**src/rtl/fetch_pkg.sv**
```systemverilog
// fetch_pkg: shared constants, the FIFO entry type and an address helper
// for the instruction fetch stage.
package fetch_pkg;

    localparam int              XLEN             = 32;
    localparam logic [XLEN-1:0] NOP_INSTR        = 32'h0000_0013;
    localparam logic [XLEN-1:0] RESET_PC_DEFAULT = 32'h0000_0000;

    // One buffered fetch result: the instruction word and the PC it came from.
    typedef struct packed {
        logic [XLEN-1:0] instr;
        logic [XLEN-1:0] pc;
    } fetch_entry_t;

    // Force an address onto a word boundary; redirect targets may carry junk low bits.
    function automatic logic [XLEN-1:0] wordAlign(input logic [XLEN-1:0] addr);
        return addr & ~32'h3;
    endfunction

endpackage

```
**src/rtl/fetch_fifo.sv**
```systemverilog
// fetch_fifo: small synchronous FIFO of fetch entries between the memory
// response path and decode. Flush takes priority over push and pop.
module fetch_fifo
    import fetch_pkg::*;
#(
    parameter int DEPTH = 4,
    parameter int CW    = $clog2(DEPTH + 1)
) (
    input  logic          clk,
    input  logic          rst_n,
    input  logic          push_i,
    input  fetch_entry_t  data_i,
    input  logic          pop_i,
    input  logic          flush_i,
    output fetch_entry_t  head_o,
    output logic [CW-1:0] count_o
);

    localparam int AW = $clog2(DEPTH);

    fetch_entry_t  mem_q [DEPTH];
    logic [AW-1:0] wrPtr_q;
    logic [AW-1:0] rdPtr_q;
    logic [CW-1:0] count_q;

    // Storage writes plus pointer/occupancy tracking; pointers wrap naturally because DEPTH is a power of two.
    always_ff @(posedge clk or negedge rst_n) begin
        if (!rst_n) begin
            for (int i = 0; i < DEPTH; i++) begin
                mem_q[i] <= '0;
            end
            wrPtr_q <= '0;
            rdPtr_q <= '0;
            count_q <= '0;
        end else if (flush_i) begin
            wrPtr_q <= '0;
            rdPtr_q <= '0;
            count_q <= '0;
        end else begin
            if (push_i) begin
                mem_q[wrPtr_q] <= data_i;
                wrPtr_q        <= wrPtr_q + AW'(1);
            end
            if (pop_i) begin
                rdPtr_q <= rdPtr_q + AW'(1);
            end
            count_q <= count_q + CW'(push_i) - CW'(pop_i);
        end
    end

    assign head_o  = mem_q[rdPtr_q];
    assign count_o = count_q;

endmodule

```
**src/rtl/fetch_unit.sv**
```systemverilog
// fetch_unit: owns the fetch PC, issues credit-limited word requests to
// instruction memory, drops wrong-path responses after a redirect and
// hands buffered instructions to decode.
module fetch_unit
    import fetch_pkg::*;
#(
    parameter logic [XLEN-1:0] RESET_PC = RESET_PC_DEFAULT,
    parameter int              DEPTH    = 4
) (
    input  logic            clk,
    input  logic            rst_n,
    output logic            imem_req_valid,
    input  logic            imem_req_ready,
    output logic [XLEN-1:0] imem_req_addr,
    input  logic            imem_rsp_valid,
    input  logic [XLEN-1:0] imem_rsp_data,
    input  logic            redirect_valid,
    input  logic [XLEN-1:0] redirect_pc,
    output logic            if_valid,
    input  logic            if_ready,
    output logic [XLEN-1:0] if_instr,
    output logic [XLEN-1:0] if_pc,
    output logic [XLEN-1:0] if_pc_plus4
);

    localparam int          CW      = $clog2(DEPTH + 1);
    localparam logic [CW:0] DEPTH_W = (CW + 1)'(DEPTH);

    logic [XLEN-1:0] fetchPc_q, fetchPc_d;
    logic [XLEN-1:0] rspPc_q, rspPc_d;
    logic [CW-1:0]   outstanding_q, outstanding_d;
    logic [CW-1:0]   dropCnt_q, dropCnt_d;
    logic [CW-1:0]   fifoCount;
    fetch_entry_t    pushEntry;
    fetch_entry_t    headEntry;
    logic            hasCredit;
    logic            reqFire;
    logic            rspKeep;
    logic            popFire;

    // Every request in flight or result sitting in the FIFO holds one slot, so a response can never overflow the FIFO.
    assign hasCredit      = ({1'b0, outstanding_q} + {1'b0, fifoCount}) < DEPTH_W;
    assign imem_req_valid = rst_n && !redirect_valid && hasCredit;
    assign imem_req_addr  = fetchPc_q;
    assign reqFire        = imem_req_valid && imem_req_ready;
    assign rspKeep        = imem_rsp_valid && !redirect_valid && (dropCnt_q == '0);
    assign if_valid       = (fifoCount != '0) && !redirect_valid;
    assign popFire        = if_valid && if_ready;
    assign pushEntry      = '{instr: imem_rsp_data, pc: rspPc_q};

    // Next-state for PCs and counters; a redirect overrides everything and turns all in-flight requests into drops.
    always_comb begin
        fetchPc_d     = fetchPc_q;
        rspPc_d       = rspPc_q;
        dropCnt_d     = dropCnt_q;
        outstanding_d = outstanding_q + CW'(reqFire) - CW'(imem_rsp_valid);
        if (redirect_valid) begin
            fetchPc_d = wordAlign(redirect_pc);
            rspPc_d   = wordAlign(redirect_pc);
            dropCnt_d = outstanding_q - CW'(imem_rsp_valid);
        end else begin
            if (reqFire) begin
                fetchPc_d = fetchPc_q + 32'd4;
            end
            if (imem_rsp_valid) begin
                if (dropCnt_q != '0) begin
                    dropCnt_d = dropCnt_q - CW'(1);
                end else begin
                    rspPc_d = rspPc_q + 32'd4;
                end
            end
        end
    end

    // PC and credit registers.
    always_ff @(posedge clk or negedge rst_n) begin
        if (!rst_n) begin
            fetchPc_q     <= RESET_PC;
            rspPc_q       <= RESET_PC;
            outstanding_q <= '0;
            dropCnt_q     <= '0;
        end else begin
            fetchPc_q     <= fetchPc_d;
            rspPc_q       <= rspPc_d;
            outstanding_q <= outstanding_d;
            dropCnt_q     <= dropCnt_d;
        end
    end

    fetch_fifo #(
        .DEPTH (DEPTH),
        .CW    (CW)
    ) u_fifo (
        .clk     (clk),
        .rst_n   (rst_n),
        .push_i  (rspKeep),
        .data_i  (pushEntry),
        .pop_i   (popFire),
        .flush_i (redirect_valid),
        .head_o  (headEntry),
        .count_o (fifoCount)
    );

    assign if_instr    = headEntry.instr;
    assign if_pc       = headEntry.pc;
    assign if_pc_plus4 = headEntry.pc + 32'd4;

endmodule

```
**config.mk**
```make
export PLATFORM = sky130hd
export DESIGN_NAME = fetch_unit
export DESIGN_NICKNAME = d
export VERILOG_FILES = /design/src/rtl/fetch_pkg.sv /design/src/rtl/fetch_fifo.sv /design/src/rtl/fetch_unit.sv
export SDC_FILE = /design/constraint.sdc
export NUM_CORES = 1
export LEC_CHECK = 0
export BUFFER_PORTS_ARGS = -buffer_cell sky130_fd_sc_hd__buf_4
export CORE_UTILIZATION = 25
export CTS_BUF_LIST = sky130_fd_sc_hd__clkbuf_8
export CTS_CLUSTER_DIAMETER = 120
export DETAILED_ROUTE_END_ITERATION = 7
export PLACE_DENSITY = 0.43
export SYNTH_ARGS = -nofsm -noshare
export SYNTH_HDL_FRONTEND = slang
export SYNTH_SLANG_ARGS = --single-unit
export TNS_END_PERCENT = 30
```
**constraint.sdc**
```tcl
create_clock -name clk -period 4 [get_ports clk]
set_input_delay 0.4 -clock clk [delete_from_list [all_inputs] [get_ports clk]]
set_output_delay 0.4 -clock clk [all_outputs]
set_load 0.02 [all_outputs]
```
Word-level counts from Yosys, hierarchy flattened
Index checks and enable logic that the tools add are counted.

storage, ports and cells
  bits in registers = 333
  input port bits = 70
  output and inout bits = 130
  logic and storage cells = 74

cells by class
  add/subtract/negate cells = 12
  order comparisons = 4
  equality and inequality tests = 1
  muxes and demuxes = 19
  bitwise gates (word level) = 3
  reductions and logical operators = 20

operator list
  kind                                                                   count
  256-bit bitwise mux                                                    1
  64-bit two-way mux                                                     3
  32-bit two-way mux                                                     5
  64-bit binary-select mux with 2-bit select                             1
  64-bit demux with 2-bit select                                         1
  32-bit by 3-bit adder with 32-bit output (second input constant)       3
  3-bit two-way mux                                                      4
  2-bit nonzero test                                                     5
  3-bit by 1-bit subtractor with 3-bit output                            3
  1-bit logical AND                                                      8
  2-bit two-way mux                                                      4
  3-bit by 1-bit adder with 3-bit output                                 2
  3-bit greater-or-equal comparator (second input constant)              2
  2-bit NOT with 3-bit output                                            2
  2-bit AND reduction                                                    3
  3-bit nonzero test                                                     2
  2-bit by 1-bit adder with 2-bit output (second input constant)         2
  3-bit by 3-bit adder with 4-bit output                                 1
  4-bit by 3-bit < comparator with 1-bit output (second input constant)  1
  3-bit logical NOT                                                      1
  3-bit by 1-bit < comparator with 1-bit output (second input constant)  1
  3-bit by 1-bit subtractor with 3-bit output (second input constant)    1
  2-bit != test (second input constant)                                  1
  1-bit logical NOT                                                      1
  1-bit NOT                                                              1

Depth between registers and ports, before layout
Gate-level depths: netlist of the first run.

  depth after elaboration = 6
  gate-level depth with buffers = 12
  mapped depth without buffers = 10

Hierarchy
Synthesis of the first run repeated with hierarchy kept, for this count alone.

unflattened totals
  cells, all modules = 1135
  area, all modules = 16791.1 um^2

by module, submodules not included
  module      instances  cells an instance  area each (um^2)  sequential area each (um^2)
  fetch_fifo  1          657                12482.0           6581.3
  fetch_unit  1          478                4309.1            1651.6

Worst setup path after synthesis of the first run
Ideal clock, no wire load.

  path type = reg2reg
  start = register outstanding_q[2]
  end = register outstanding_q[2]
  setup time = 80 ps
  data arrival time = 2804 ps
  required time = 3920 ps
  slack = 1116 ps
  stages on the path, launching flop included = 13
  buffers on the path = 2
  period minus slack after synthesis = 2884 ps
  cell sequence = dfrtp_1 > ha_1 > nor4b_1 > and4_1 > inv_1 > clkbuf_1 > clkbuf_1 > ha_1 > inv_1 > ha_1 > fa_1 > xnor2_1 > xnor2_1

on the way
  word-level cells in the longest chain between the ends = 6

RTL lines
  item                                           line              text
  start: declaration                             fetch_unit.sv:31  logic [CW-1:0] outstanding_q, outstanding_d;
  start signal: assignment                       fetch_unit.sv:85  outstanding_q <= outstanding_d;
  3-bit by 3-bit adder with 4-bit output         fetch_unit.sv:42  assign hasCredit = ({1'b0, outstanding_q} + {1'b0, fifoCount}) < DEPTH_W;
  4-bit by 3-bit < comparator with 1-bit output  fetch_unit.sv:42
  1-bit logical AND                              fetch_unit.sv:43  assign imem_req_valid = rst_n && !redirect_valid && hasCredit;
  1-bit logical AND                              fetch_unit.sv:45  assign reqFire = imem_req_valid && imem_req_ready;
  3-bit by 1-bit adder with 3-bit output *       fetch_unit.sv:56  outstanding_d = outstanding_q + CW'(reqFire) - CW'(imem_rsp_valid);
  3-bit by 1-bit subtractor with 3-bit output *  fetch_unit.sv:56
  net outstanding_d[2]                           fetch_unit.sv:31

Mark *: on every way through the listed nets, which the timed path passes. The rest lies on a longest branch.
A chain may end at the register's enable or synchronous reset.

Worst setup path after layout of the first run
  start = register u_fifo.rdPtr_q[0]
  end = output port if_pc_plus4[31]

on the way
  word-level cells in the longest chain between the ends = 5

RTL lines
  item                                                   line               text
  start: declaration                                     fetch_fifo.sv:23   logic [AW-1:0] rdPtr_q;
  start signal: assignment                               fetch_fifo.sv:45   rdPtr_q <= rdPtr_q + AW'(1);
  2-bit NOT with 3-bit output (implied by the code)      fetch_fifo.sv:51   assign head_o = mem_q[rdPtr_q];
  64-bit binary-select mux with 2-bit select             fetch_fifo.sv:51
  64-bit two-way mux (implied by the code) (2 in a row)  fetch_fifo.sv:51
  32-bit by 3-bit adder with 32-bit output               fetch_unit.sv:106  assign if_pc_plus4 = headEntry.pc + 32'd4;
  end: declaration                                       fetch_unit.sv:23   output logic [XLEN-1:0] if_pc_plus4

No other way between the ends. The select of a mux whose other input is x is not followed.

==> flow_summary.toml, run 1 <==
[outcome]
status = "finished, final reports clean"

[yosys]
synthFlopType = "dfrtp_1"
synth-edff-count = 0
synthAdderAreaFrac_pct = 1.64
yosys.area_share.simple_pct = 9.12
synth_common_cells = "dfrtp_1 (321), mux2_2 (231), nand2_1 (95)"
synth_cell_type_count = 57
ys_seq_elements = 321
synth_area_per_cell_um2 = 13.1
yosysTopAreaCellShare_pct = 52.1
synth_xor_area_share_pct = 3.75
synth_compound_area_share_pct = 4.32
synth_mux_area_share_pct = 26.0
synthArstFlopShare_pct = 100
yosys.area.top_type = "dfrtp_1"
syn_area_um2 = 15400
yosys_warnings = 0
ys_seq_area_share_pct = 52.1
synthTopCellsByArea = "dfrtp_1 (52%), mux2_2 (17%), mux4_2 (9.0%)"
synth_most_common_cell = "dfrtp_1"
synth_cells = 1181
synth_top_family_by_area = "multiplexers"

[drt]
drtPass1Iterations = 5
drc = 0
post_drt_wl_per_cell_um = 19.8
antenna_left = 0
vias_per_cell = 4.71
drtIter0Drc = 407
drt_wl_total_um = 44800
vias = 10700

[floorplanning]
num_rows = 90
fp.dieW_um = 250
start_util_pct = 25.4
die_h_um = 250
pin_count = 200
core_area_um2 = 60700
dieArea_um2 = 62700

[cells_and_area]
layout-drive-gt1-share_pct = 41.5
fillCellCount = 6094
layout.nets = 1527
syn2layout_area_growth_pct = 26.3
fin_area_um2 = 19500

[pwr]
powerDensity_nw_per_um2 = 624
p_comb_share_pct = 37.1
p_int_mw = 7.79
p_clk_share_pct = 27.0
p_leak_nw = 8.92
p_seq_share_pct = 35.9
p_sw_mw = 4.38
ir_drop_v = 0.000238
swShare_pct = 36.0

[setup_path]
cp_num_buf_inv = 2
cp_slowest_stage_delay_ns = 0.62
worst-setup-path-type = "flop to output pin"
startpoint_type = "flop"
crit_chain = "buf_4, mux4_2, nand4_2, or4_1, nor3_2, xor2_1, buf_4"
rrSetupSlack_ns = 1.24
crit_slowest_cell = "dfrtp_4"
worstPathMaxFanout = 16
crit_arrival_ns = 3.41
endpoint_kind = "output pin"
cp_top_family = "simple AND/OR/NAND/NOR gates"
required_ns = 3.60
crit_path_frequent_cell = "buf_4"

[grt]
first_global_vias = 11400
grt_util_all_layers_pct = 14.5
antenna_found_initial = 1
grt_pass1_wl_um = 69300
overflow = 0
grt_max_degree = 153

[placed_design]
numPortBuffers = 191
place_congestion = 0.754
dpl_cell_area_um2 = 17700
hpwl_um = 29200
dp_slack_ns = 0.665

[sta]
fin_tns_setup_ns = 0
fin_crit_ns = 3.81
slew_violations = 0
worst_pin_slew_ns = 0.890
period_share_pct = 95.3
rsz0062_at_grt = "no"
skew_ns = 0.0339
fmax_ghz = 0.262
hold_violations = 0
setup_ws_ns = 0.188
setup_viol = 0
max-slew-margin-rel_pct = 40.7

[flow_run]
drv_cap = 0

[cts]
h-tree-depth = 3
clock_latency_ns = 0.63
cts_buffer_depth = 3
cts_tree = "built"
root_buffer = "clkbuf_8"
clkSlewWorstSetupHoldPaths_ns = 0.06
cts_setup_buffers = 0
cts_buffers = 67
cts_sinks = 321

[min_path]
hp-class = "input port to flop"
area by class of cell:
cell class	count	area, um^2	area share, %
sequential	321	8040	41.2
antenna	1	2.50	0.0128
clock inverter	30	141	0.725
tap	782	978	5.02
timing repair buffer	261	2150	11.1
multi-input combinational	757	6960	35.7
inverter	30	113	0.578
clock buffer	80	1100	5.65
power by group through the flow:
stage               registers, mW  logic [mW]  clock network [mW]
floorplan                    4.27        2.79                   0
global placement             4.40        4.52                   0
detailed placement           4.42        4.57                   0
CTS                          4.37        4.63                3.45
global route                 4.47        4.86                3.61
finish                       4.37        4.52                3.29
path summary, 6_finish.rpt:
path,startpoint,end,cells past startpoint
hold reg to reg,u_fifo.mem_q[81]$_DFFE_PN0P_,u_fifo.mem_q[81]$_DFFE_PN0P_,2
min in group asynchronous,rst_n,u_fifo.mem_q[246]$_DFFE_PN0P_,2
max in group asynchronous,rst_n,u_fifo.mem_q[140]$_DFFE_PN0P_,4
hold / removal,redirect_pc[24],rspPc_q[24]$_DFFE_PN0P_,3
setup reg to reg,outstanding_q[2]$_DFF_PN0_,outstanding_q[2]$_DFF_PN0_,10
setup / recovery,u_fifo.rdPtr_q[0]$_DFFE_PN0P_,if_pc_plus4[31],7
state kept, by name (all words and copies together) (netlist names):
signal,flops
u_fifo.rdPtr_q,2
u_fifo.wrPtr_q,2
outstanding_q,3
u_fifo.mem_q,248
u_fifo.count_o,3
imem_req_addr,30
dropCnt_q,3
rspPc_q,30
layer usage:
| metal | wire [um] | vias up | GRT usage [%] |
|---|---|---|---|
| li1 | - | 4825 | - |
| met1 | 20700 | 5548 | 19.3 |
| met2 | 21200 | 228 | 22.8 |
| met3 | 1920 | 59 | 3.30 |
| met4 | 1000 | 0 | 5.43 |
| met5 | 0 | - | 0 |
cell usage in the layout, fill, tap and decap left out, drive strengths merged, types with 2 or more instances in the layout:
master and n:
o311ai 8, o211ai 8, ha 17, fa 2
or3 5, conb 6, a21oi 15, clkinv 4
dlygate4sd3 50, and4 8, nand3 35, mux2 231
nor4b 2, a211o 3, nor3b 4, nand2 95
nor3 20, xor2 19, nor2 20, and2 5
o221ai 3, o21ai 63, clkinvlp 3, nand4 24
a31oi 7, clkbuf 80, a211oi 2, inv 53
nand3b 3, mux4 62, buf 211, mux2i 2
nor4 12, or4 9, dfrtp 321, and3 13
xnor2 47
worst register-to-register path, cell delays in order, from the launching register on:
cell     delay (ns)
dfrtp_1        0.43
ha_1           0.31
nor4b_1        0.40
and4_1         0.29
inv_1          0.06
ha_1           0.27
inv_1          0.04
ha_1           0.18
fa_1           0.38
xnor2_1        0.20
xnor2_1        0.14
stage by stage:
step	power (mW)	util [%]	hold slack (ns)	cells
2_1_floorplan	7.06	-	0.104	1186
3_3_place_gp	8.92	29.2	0.328	2101
3_5_place_dp	8.99	29.2	0.330	2101
6_report	12.2	32.1	0.0727	2262
4_1_cts	12.4	32.1	0.000504	2261
5_1_grt	12.9	32.1	0.0398	2262
cells by family (layout without fill, tap and decap cells):
kind of cell / Yosys count / count (layout)
buffers and inverters: 108 / 401
muxes: 295 / 295
DFF: 321 / 321
xor gates and xnor gates: 66 / 66
other: 1 / 7
adders and majority gates: 19 / 19
AOI/OAI and AO/OA: 113 / 113
and+or+nand+nor: 258 / 258
repair_timing:
action,in CTS,in global routing
gates resized for setup,1,0
hold buffers,50,0
setup endpoints to repair,2,0
endpoints found under the hold margin,193,0
Power figures use the tool's default switching activity.
==> inputs of run 2 (changes only) <==
--- a/config.mk
+++ b/config.mk
@@ -11,7 +11,9 @@
 export CTS_CLUSTER_DIAMETER = 120
 export DETAILED_ROUTE_END_ITERATION = 7
 export PLACE_DENSITY = 0.43
+export SKIP_LAST_GASP = 1
 export SYNTH_ARGS = -nofsm -noshare
 export SYNTH_HDL_FRONTEND = slang
+export SYNTH_HIERARCHICAL = 1
 export SYNTH_SLANG_ARGS = --single-unit
 export TNS_END_PERCENT = 30
==> flow_summary.toml, run 2 <==
[grt]
first_global_vias = 11300
antenna_found_initial = 1
grt_max_degree = 119
overflow = 0
grt_util_all_layers_pct = 13.7
grt_pass1_wl_um = 70800

[yosys]
yosysTopAreaCellShare_pct = 49.0
synth_area_per_cell_um2 = 14.8
ys_seq_elements = 329
synthTopCellsByArea = "dfrtp_1 (49%), mux2_4 (19%), mux4_2 (8.6%)"
synthFlopType = "dfrtp_1"
synth-edff-count = 0
synth_most_common_cell = "dfrtp_1"
synth_cells = 1135
yosys_warnings = 6
yosys.area.top_type = "dfrtp_1"
syn_area_um2 = 16800
synthArstFlopShare_pct = 100
ys_seq_area_share_pct = 49.0
synth_cell_type_count = 57
synth_common_cells = "dfrtp_1 (329), mux2_4 (217), mux4_2 (64)"

[sta]
fin_crit_ns = 3.71
skew_ns = 0.0262
setup_ws_ns = 0.287
max-slew-margin-rel_pct = 40.1
slew_violations = 0
hold_violations = 0
setup_viol = 0
fmax_ghz = 0.269
period_share_pct = 92.8
hold_ws_ns = 0.0810
worst_pin_slew_ns = 0.899
fin_tns_setup_ns = 0

[cells_and_area]
fillCellCount = 6637
fin_area_um2 = 21100
layout-drive-gt1-share_pct = 45.1
layout_common_cells = "dfrtp_1 (327), mux2_4 (217), buf_4 (215)"
largest-register = "u_fifo/mem_q"
largest_reg_flops = 256
fin_util_pct = 31.9
final_common_cell = "dfrtp_1"
final_cells = 2343
syn2layout_area_growth_pct = 25.6
layout.nets = 1520

[min_path]
hp-class = "input port to flop"
holdPathStages = 3
hold_path_startpoint = "redirect_pc[26]"
holdPathEnd = "rspPc_q[26]$_DFFE_PN0P_"

[drt]
route.met2.wl_um = 20100
post_drt_wl_per_cell_um = 19.3
drtIter0Drc = 456
antenna_left = 0
top_layer = "met4"
vias_per_cell = 4.42
drt_wl_total_um = 45300
wl_met1_um = 21100
met3WireLength_um = 3080
vias = 10400
drtPass1Iterations = 8
drc = 9

[setup_path]
worst-setup-path-type = "flop to output pin"
r2r_cells = 11
rr_endpoint = "outstanding_q[2]$_DFF_PN0_"
worstPathMaxFanout = 12
rrSetupSlack_ns = 1.06
startpoint = "u_fifo/rdPtr_q[0]$_DFFE_PN0P_"
startpoint_type = "flop"
r2r-start = "outstanding_q[2]$_DFF_PN0_"
crit_arrival_ns = 3.31
required_ns = 3.60
endpoint_kind = "output pin"

[floorplanning]
pin_count = 200
fp.dieW_um = 261
core_area_um2 = 66100
die_h_um = 261
start_util_pct = 25.4
dieArea_um2 = 68200
num_rows = 94

[cts]
cts_sinks = 329
h-tree-depth = 3
clock_latency_ns = 0.62
cts_buffers = 68
root_buffer = "clkbuf_8"
cts_buffer_depth = 3
cts_tree = "built"
clkSlewWorstSetupHoldPaths_ns = 0.06

[pwr]
powerDensity_nw_per_um2 = 569
power.total_mw = 12.0
p_leak_nw = 10.3
ir_drop_v = 0.000222

[placed_design]
numPortBuffers = 195
place_congestion = 0.746
dp_slack_ns = 0.648
dp_cells = 2169
dpl_cell_area_um2 = 19100
hpwl_um = 30000

[flow_run]
drv_cap = 0

[outcome]
status = "finished, violations left"
failed_checks = "design-rule violations"
-- run 2: logic make-up (layout without fill, tap and decap cells) --
group | Yosys count | after routing | synth area share (%)
compound gates | 71 | 71 | 2.79
other cells | 1 | 11 | 0.0223
buf+inv | 82 | 416 | 3.82
simple gates | 229 | 229 | 7.61
mux | 331 | 331 | 31.3
xor+xnor | 73 | 73 | 3.89
flops | 329 | 329 | 49.0
fa+ha+maj | 19 | 19 | 1.51
-- run 2: what timing repair did --
item                                    4_1_cts  5_1_grt
hold buffers                                 55        0
hold endpoints to repair                    187        0
resized for setup                             1        2
endpoints found under the setup margin       10        8
setup buffers                                 1        0
-- run 2: final cells by class --
class / count / area [um^2] / area share [%]
diodes: 1 / 2.50 / 0.0119
clock buffers: 83 / 1140 / 5.42
clock inverters: 34 / 233 / 1.10
inverters: 18 / 67.6 / 0.320
multi-input cells: 733 / 7960 / 37.7
flip-flops and latches: 329 / 8240 / 39.1
well taps: 864 / 1080 / 5.13
repair buffers: 281 / 2360 / 11.2
-- run 2: metal layers --
| metal | GRT usage, % | up-vias |
|---|---|---|
| li1 | - | 4751 |
| met1 | 18.4 | 5288 |
| met2 | 20.6 | 244 |
| met3 | 4.64 | 74 |
| met4 | 4.33 | 0 |
| met5 | 0 | - |
-- run 2: how the worst max path moves through the flow --
stage / depth (start not counted) / endpoint
global route: 8 / if_pc_plus4[31]
global placement: 8 / if_pc_plus4[31]
finish: 8 / if_pc_plus4[23]
detailed placement: 8 / if_pc_plus4[31]
floorplan: 9 / if_pc_plus4[22]
CTS: 9 / if_pc_plus4[31]
-- run 2: critical path, cell delays in order (launching register included) --
cell	delay, ns
dfrtp_4	0.62
mux4_2	0.49
and4_1	0.36
nand3b_1	0.34
nor3_1	0.24
buf_4	0.20
nand4_1	0.13
xnor2_1	0.15
buf_4	0.16
-- run 2: report_power, final --
part | internal (mW) | switching (mW) | leakage [nW]
Combinational | 2.07 | 2.06 | 5.13
Sequential | 3.84 | 0.420 | 4.36
Clock | 2.06 | 1.56 | 0.780
